File: src/rtl/hptdc_readout_ctrl.sv
// Readout sequencer for one HPTDC chip: trigger -> token -> hit pulls -> FIFO writes -> trailer.
// Token, get_data, busy and done decode from state; FIFO and error outputs are flops.
module hptdc_readout_ctrl #(
  parameter int TIMEOUT_CYCLES = 1023,
  parameter int MAX_WORDS      = 256
) (
  input  logic        clk,
  input  logic        rst,
  input  logic        enable,
  input  logic        trig_in,
  output logic        hptdc_token_in,
  input  logic        hptdc_token_out,
  output logic        hptdc_get_data,
  input  logic        hptdc_data_ready,
  input  logic [31:0] hptdc_data,
  output logic        fifo_wr_en,
  output logic [31:0] fifo_wr_data,
  input  logic        fifo_full,
  output logic        busy,
  output logic        done,
  output logic        timeout_err,
  output logic [11:0] event_cnt
);

  localparam int TW = $clog2(TIMEOUT_CYCLES + 1);
  localparam logic [TW-1:0] T_LAST = TW'(TIMEOUT_CYCLES - 1);
  localparam logic [11:0]   W_MAX  = 12'(MAX_WORDS);

  typedef enum logic [2:0] {
    S_IDLE, S_START, S_REQ, S_PUSH, S_RELEASE, S_TRAILER, S_DONE
  } state_t;

  state_t      state_q, state_d;
  logic [TW-1:0] timer_q, timer_d;
  logic [11:0] word_cnt_q, word_cnt_d;
  logic [11:0] event_cnt_q, event_cnt_d;
  logic [31:0] hold_q, hold_d;
  logic        to_flag_q, to_flag_d;
  logic        tr_flag_q, tr_flag_d;
  logic        wr_en_q, wr_en_d;
  logic [31:0] wr_data_q, wr_data_d;
  logic        timeout_err_q, timeout_err_d;

  always_comb begin
    state_d       = state_q;
    timer_d       = timer_q;
    word_cnt_d    = word_cnt_q;
    event_cnt_d   = event_cnt_q;
    hold_d        = hold_q;
    to_flag_d     = to_flag_q;
    tr_flag_d     = tr_flag_q;
    wr_en_d       = 1'b0;
    wr_data_d     = wr_data_q;
    timeout_err_d = 1'b0;
    case (state_q)
      S_IDLE: begin
        if (enable && trig_in) begin
          state_d    = S_START;
          word_cnt_d = '0;
          timer_d    = '0;
          to_flag_d  = 1'b0;
          tr_flag_d  = 1'b0;
        end
      end
      S_START: begin
        state_d = S_REQ;
        timer_d = '0;
      end
      S_REQ: begin
        // Data beats token, token beats timeout when they coincide.
        if (hptdc_data_ready) begin
          hold_d  = hptdc_data;
          state_d = S_PUSH;
        end else if (hptdc_token_out) begin
          state_d = S_TRAILER;
        end else if (timer_q == T_LAST) begin
          to_flag_d     = 1'b1;
          timeout_err_d = 1'b1;
          state_d       = S_TRAILER;
        end else begin
          timer_d = timer_q + 1'b1;
        end
      end
      S_PUSH: begin
        if (!fifo_full) begin
          wr_en_d    = 1'b1;
          wr_data_d  = hold_q;
          word_cnt_d = word_cnt_q + 1'b1;
          state_d    = S_RELEASE;
        end
      end
      S_RELEASE: begin
        if (!hptdc_data_ready) begin
          if (word_cnt_q == W_MAX) begin
            tr_flag_d = 1'b1;
            state_d   = S_TRAILER;
          end else begin
            timer_d = '0;
            state_d = S_REQ;
          end
        end
      end
      S_TRAILER: begin
        if (!fifo_full) begin
          wr_en_d   = 1'b1;
          wr_data_d = {4'hA, to_flag_q, tr_flag_q, 2'b00, event_cnt_q, word_cnt_q};
          state_d   = S_DONE;
        end
      end
      S_DONE: begin
        event_cnt_d = event_cnt_q + 1'b1;
        state_d     = S_IDLE;
      end
      default: state_d = S_IDLE;
    endcase
  end

  always_ff @(posedge clk or posedge rst) begin
    if (rst) begin
      state_q       <= S_IDLE;
      timer_q       <= '0;
      word_cnt_q    <= '0;
      event_cnt_q   <= '0;
      hold_q        <= '0;
      to_flag_q     <= 1'b0;
      tr_flag_q     <= 1'b0;
      wr_en_q       <= 1'b0;
      wr_data_q     <= '0;
      timeout_err_q <= 1'b0;
    end else begin
      state_q       <= state_d;
      timer_q       <= timer_d;
      word_cnt_q    <= word_cnt_d;
      event_cnt_q   <= event_cnt_d;
      hold_q        <= hold_d;
      to_flag_q     <= to_flag_d;
      tr_flag_q     <= tr_flag_d;
      wr_en_q       <= wr_en_d;
      wr_data_q     <= wr_data_d;
      timeout_err_q <= timeout_err_d;
    end
  end

  assign hptdc_token_in = (state_q == S_START);
  assign hptdc_get_data = (state_q == S_REQ);
  assign busy           = (state_q != S_IDLE);
  assign done           = (state_q == S_DONE);
  assign fifo_wr_en     = wr_en_q;
  assign fifo_wr_data   = wr_data_q;
  assign timeout_err    = timeout_err_q;
  assign event_cnt      = event_cnt_q;

endmodule

File: config.mk
export PLATFORM = sky130hd
export DESIGN_NAME = hptdc_readout_ctrl
export DESIGN_NICKNAME = d
export VERILOG_FILES = /design/src/rtl/hptdc_readout_ctrl.sv
export SDC_FILE = /design/constraint.sdc
export NUM_CORES = 1
export LEC_CHECK = 0
export ABC_AREA = 1
export BUFFER_PORTS_ARGS = -buffer_cell sky130_fd_sc_hd__buf_2
export CAP_MARGIN = 20
export CORE_UTILIZATION = 46
export DETAILED_ROUTE_END_ITERATION = 10
export GPL_TIMING_DRIVEN = 1
export PLACE_DENSITY = 0.65
export SKIP_CTS_REPAIR_TIMING = 1
export SLEW_MARGIN = 20
export SYNTH_ARGS = -nofsm -noshare
export SYNTH_HDL_FRONTEND = slang
export SYNTH_SLANG_ARGS = --single-unit
File: constraint.sdc
create_clock -name clk -period 4.7 [get_ports clk]
set_input_delay 1.41 -clock clk [delete_from_list [all_inputs] [get_ports clk]]
set_output_delay 1.41 -clock clk [all_outputs]
set_load 0.02 [all_outputs]
==> impl_metrics.env, run 1 <==
export IMPL_status="finished, final reports clean"
export IMPL_arrival_ps=1870
export IMPL_period_needed_ps=3280
export IMPL_cts_sinks=105
export IMPL_rsz0062_at_grt="no"
export IMPL_worstSkewPairLatency_ps=380
export IMPL_syn_avg_cell_area_um2=7.94
export IMPL_dp_cells=843
export IMPL_synth_top_cell_by_area="dfrtp_1"
export IMPL_drv_slew=0
export IMPL_clock_skew_ps=18.5
export IMPL_holdPathStages=2
export IMPL_numCtsBuffers=9
export IMPL_hold_path_startpoint="hold_q[27]$_DFFE_PP0P_"
export IMPL_boundaryPins=89
export IMPL_setup_tns_ps=0
export IMPL_rr_endpoint="fifo_wr_data[19]$_DFFE_PP0P_"
export IMPL_hold_violations=0
export IMPL_cpPeakStageDelay_ps=550
export IMPL_worst_slew_pin_slew_ps=695
export IMPL_p_total_mw=3.27
export IMPL_critPathLaunchType="flip-flop"
export IMPL_hold_class="flip-flop to flip-flop"
export IMPL_ys_types=33
export IMPL_synth_area_top_cells="dfrtp_1 52%, nand2_1 17%, nor2_1 5.3%"
export IMPL_crit_type="flip-flop to output port"
export IMPL_final_nets=762
export IMPL_setup_viol=0
export IMPL_cts_buffer_depth=2
export IMPL_power_density_mw_per_mm2=565
export IMPL_cts_tree="built"
export IMPL_drcViolationCount=0
export IMPL_cp_max_fo=23
export IMPL_cap_violations=0
export IMPL_final_util_pct=55.1
export IMPL_min_to="hold_q[27]$_DFFE_PP0P_"
export IMPL_drive_above_1_share_pct=17.3
export IMPL_gp_congestion=0.897
export IMPL_fin_cells=859
export IMPL_clock_fmax_mhz=305
export IMPL_worstPathRequired_ps=3290
export IMPL_area_growth_pct=14.6
export IMPL_htree_levels=3
export IMPL_syn_num_nets=681
export IMPL_dieArea_mm2=0.0114
export IMPL_io_buffers=88
export IMPL_die_w_um=107
export IMPL_r2r_start="state_q[1]$_DFFE_PP0P_"
export IMPL_relSlewSlack_pct=53.6
export IMPL_place_area_mm2=0.00558
export IMPL_grt_remaining_overflow=0
export IMPL_grt_pass1_vias=4214
export IMPL_fp_row_count=37
export IMPL_clkTransAtPathRegs_ps=100
export IMPL_synth_top_cell_area_share_pct=52.0
export IMPL_crit_chain="buf_4 > nand3_1 > inv_1 > buf_2"
export IMPL_yosysSeqAreaShare_pct=52.0
export IMPL_critPathTopFamily="buffers and inverters"
export IMPL_cpMaxStageDelayCell="dfrtp_1"
export IMPL_ant_nets=0
export IMPL_cts_root_buf="clkbuf_8"
export IMPL_synth_warnings=0
export IMPL_post_dp_hpwl_um=8580
export IMPL_endpoint_kind="output port"
export IMPL_fin_crit_sh_pct=69.8
export IMPL_core_area_mm2=0.0105
export IMPL_r2r_setup_slack_ps=2210
export IMPL_syn_area_mm2=0.00506
export IMPL_fin_area_mm2=0.00579
export IMPL_initial_core_util_pct=48.1
export IMPL_die_h_um=107
export IMPL_ys_ff_latch=105
export IMPL_crit_buf_inv=3
export IMPL_antenna_found_initial=0
export IMPL_setup_ws_ps=1420
export IMPL_firstDrtPassIters=5
export IMPL_vias_per_cell=5.13
export IMPL_place_worst_setup_slack_ps=1820
export IMPL_num_antenna_cells=0
export IMPL_grt_max_degree=56
export IMPL_grtUsageTotal_pct=22.2
export IMPL_drt_total_wl_um=12000
export IMPL_synth_cells=637
export IMPL_vias=4409
export IMPL_hold_slack_ps=478
export IMPL_wl_per_cell_um=13.9
export IMPL_reg2regPathDepth=7
export IMPL_drt_iter0_markers=301
export IMPL_grt_pass1_wl_um=20000
export IMPL_peakVddDrop_mv=0.277
export IMPL_p_leak_nw=2.98
-- final cells by class --
class / count / area [um^2]
clock inverter: 6 / 72.6
inverter: 52 / 199
sequential: 105 / 2630
multi-input combinational: 458 / 2120
tap: 136 / 170
clock buffer: 10 / 138
fill: 1008 / 4720
timing repair buffer: 92 / 470
-- kinds of logic (layout without fill, tap and decap cells) --
family	count (synthesis)	in the layout	synth area share [%]
AO/OA/AOI/OAI	58	58	6.76
XOR/XNOR	10	10	1.73
adder cells (fa/ha/maj)	5	5	1.24
buffers and inverters	74	160	6.24
flip-flops	105	105	52.0
AND/OR/NAND/NOR	385	385	32.1
-- worst max-delay path by stage --
stage                                start                  endpoint  slack, ps  cells past startpoint
floorplan                              rst  event_cnt[0]$_DFFE_PP0P_        530                      1
global placement    state_q[2]$_DFFE_PP0P_                      done       1870                      4
detailed placement  state_q[2]$_DFFE_PP0P_                      done       1820                      4
CTS                 state_q[2]$_DFFE_PP0P_                      done       1390                      4
global route        state_q[2]$_DFFE_PP0P_                      done       1260                      4
finish              state_q[2]$_DFFE_PP0P_                      done       1420                      4
-- Yosys cell counts, drive strengths merged --
cell      n
nand2   233
dfrtp   105
nor2     75
inv      51
nand3    46
a31oi    28
o21ai    16
nor3     14
buf      13
nand4    12
clkbuf    9
a21oi     8
ha        5
xnor2     5
xor2      5
nand3b    3
o21a      2
o21bai    2
a22oi     1
clkinv    1
nor3b     1
o22a      1
or2       1
-- where the power goes --
| group | switching, mW | internal, mW |
|---|---|---|
| Combinational | 0.848 | 0.406 |
| Sequential | 0.216 | 1.21 |
| Clock | 0.330 | 0.267 |
| Total | 1.39 | 1.88 |
-- cells in the final DEF (no fill, tap or decap) --
cell type,count
nand3_1,44
nor3_1,12
bufinv_16,1
xnor2_1,5
nor3_2,2
buf_4,4
ha_1,5
nor3b_1,1
o21a_1,2
a22oi_1,1
inv_4,1
or2_2,1
inv_2,3
clkinv_4,2
nand4_1,12
buf_2,88
clkbuf_8,10
nand2_1,230
a21oi_1,8
xor2_1,5
inv_1,47
nand2_2,2
clkinvlp_4,1
nand3b_1,3
o22a_1,1
clkinv_2,1
nand2_4,1
inv_6,2
nor2_8,1
a31oi_1,28
nand3_2,2
nor2_2,3
dfrtp_1,105
nor2_1,71
o21bai_1,2
o21ai_0,16
-- worst register-to-register path, cell delays in order (launching register included) --
cell and delay [ps]:
dfrtp_1 640, nor2_8 180, nand2_4 320, nand2_2 140, nand2_2 130, clkinv_2 530
nor2_1 320, a31oi_1 60
-- flip-flops by register name, indices dropped and copies added (netlist names) --
| name | count |
|---|---|
| tr_flag_q | 1 |
| word_cnt_q | 12 |
| to_flag_q | 1 |
| fifo_wr_en | 1 |
| fifo_wr_data | 32 |
| hold_q | 32 |
| state_q | 3 |
| event_cnt | 12 |
| timer_q | 10 |
| timeout_err | 1 |
-- per-layer routing --
layer / track usage, % / routed length [um]
met3: 4.62 / 659
met4: 5.77 / 122
met5: 0 / 0
met2: 35.3 / 5520
met1: 31.0 / 5680
Power figures use the tool's default switching activity.
==> run 2: changes to the inputs <==
==> constraint.sdc (replaced) <==
create_clock -name clk -period 3.19 [get_ports clk]
set_input_delay 0.957 -clock clk [delete_from_list [all_inputs] [get_ports clk]]
set_output_delay 0.957 -clock clk [all_outputs]
set_load 0.02 [all_outputs]
==> run 2 against run 1 <==
- clock power is 47% higher
- largest power group unchanged
- sequential cell count unchanged
- cell area is 0.58% higher
- wire length is 0.33% lower
- hold slack gained 1.1 ps
- register-to-register slack worse by 1400 ps
==> impl_metrics.env, run 2 (synthesized netlist as in run 1, its figures left out) <==
export IMPL_setup_tns_ps=0
export IMPL_die_h_um=107
export IMPL_critPathLaunchType="flip-flop"
export IMPL_grtUsageTotal_pct=22.7
export IMPL_arrival_ps=1680
export IMPL_hold_violations=0
export IMPL_worstPathRequired_ps=2230
export IMPL_initial_core_util_pct=48.1
export IMPL_htree_levels=3
export IMPL_vias=4406
export IMPL_rsz0062_at_grt="no"
export IMPL_period_needed_ps=2630
export IMPL_dieArea_mm2=0.0114
export IMPL_io_buffers=88
export IMPL_cts_sinks=105
export IMPL_status="finished, final reports clean"
export IMPL_p_leak_nw=2.99
export IMPL_boundaryPins=89
export IMPL_cts_root_buf="clkbuf_8"
export IMPL_cp_max_fo=9
export IMPL_drive_above_1_share_pct=17.5
export IMPL_grt_max_degree=106
export IMPL_gp_congestion=0.886
export IMPL_fin_cells=861
export IMPL_fp_row_count=37
export IMPL_drv_slew=0
export IMPL_antenna_found_initial=0
export IMPL_cap_violations=0
export IMPL_area_growth_pct=15.2
export IMPL_fillers=996
export IMPL_peakVddDrop_mv=0.346
export IMPL_clock_skew_ps=10.8
export IMPL_clkTransAtPathRegs_ps=100
export IMPL_die_w_um=107
export IMPL_fin_crit_sh_pct=82.5
export IMPL_wl_per_cell_um=13.9
export IMPL_drt_iter0_markers=291
export IMPL_dp_cells=845
export IMPL_relSlewSlack_pct=62.9
export IMPL_worstSkewPairLatency_ps=370
export IMPL_numCtsBuffers=9
export IMPL_hold_class="flip-flop to flip-flop"
export IMPL_core_area_mm2=0.0105
export IMPL_ant_nets=0
export IMPL_worst_slew_pin_slew_ps=556
export IMPL_cts_tree="built"
export IMPL_drcViolationCount=0
export IMPL_grt_pass1_vias=4272
export IMPL_final_common_cell="nand2_1"
export IMPL_clock_fmax_mhz=380
export IMPL_crit_type="flip-flop to output port"
export IMPL_final_cell_mix="230 x nand2_1, 105 x dfrtp_1, 88 x buf_2"
export IMPL_endpoint_kind="output port"
export IMPL_post_dp_hpwl_um=8410
export IMPL_num_antenna_cells=0
export IMPL_p_total_mw=4.86
export IMPL_grt_remaining_overflow=0
export IMPL_final_nets=764
export IMPL_power_density_mw_per_mm2=834
export IMPL_setup_viol=0
export IMPL_grt_pass1_wl_um=20400
export IMPL_drt_total_wl_um=11900
export IMPL_vias_per_cell=5.12
export IMPL_cts_buffer_depth=2
export IMPL_firstDrtPassIters=5
run 2: cell count changes in the layout (fill, tap and decap cells not counted), sizes merged:
cell,change
buf,+2
inv,-3
clkinv,-1
clkbuf,+2
clkinvlp,+2
run 2: area by class of cell:
class                      count  area [um^2]  share of cell area, %
clock buffer                  12          165                   2.83
clock inverter                 4         50.0                  0.859
inverter                      52          200                   3.44
multi-input combinational    458         2120                   36.3
sequential                   105         2630                   45.1
tap                          136          170                   2.92
timing repair buffer          94          498                   8.55
run 2: per-layer routing:
metal | GRT usage (%) | share of wire (%)
met1 | 30.8 | 47
met2 | 36.0 | 46
met3 | 6.26 | 5.3
met4 | 5.77 | 1.3
met5 | 0 | 0
run 2: final timing paths:
path,from,to,slack (ps),cells after the start
setup / recovery,state_q[1]$_DFFE_PP0P_,hptdc_get_data,560,3
hold / removal,hold_q[23]$_DFFE_PP0P_,hold_q[23]$_DFFE_PP0P_,480,2
setup reg to reg,state_q[2]$_DFFE_PP0P_,hold_q[19]$_DFFE_PP0P_,860,7
hold reg to reg,hold_q[23]$_DFFE_PP0P_,hold_q[23]$_DFFE_PP0P_,480,2
max in group asynchronous,rst,word_cnt_q[3]$_DFFE_PP0P_,2050,3
min in group asynchronous,rst,hold_q[8]$_DFFE_PP0P_,710,3
run 2: power by group:
group / leakage (nW) / switching (mW) / internal (mW)
sequential: 1.34 / 0.322 / 1.78
clock: 0.105 / 0.452 / 0.426
combinational: 1.55 / 1.27 / 0.615
run 2: metrics by stage:
stage               area (um^2)  hold slack, ps  utilization, %  worst slack [ps]
detailed placement         5610             459            53.4               834
CTS                        5830             483            55.4               542
global placement           5610             453            53.4               878
floorplan                  5060             442               -               913
finish                     5830             479            55.4               557
global route               5830             507            55.4               388
run 2: critical path, cell delays in order (launching register included):
cell,delay (ps)
dfrtp_1,610
nand2_1,90
nor2_1,350
buf_2,250
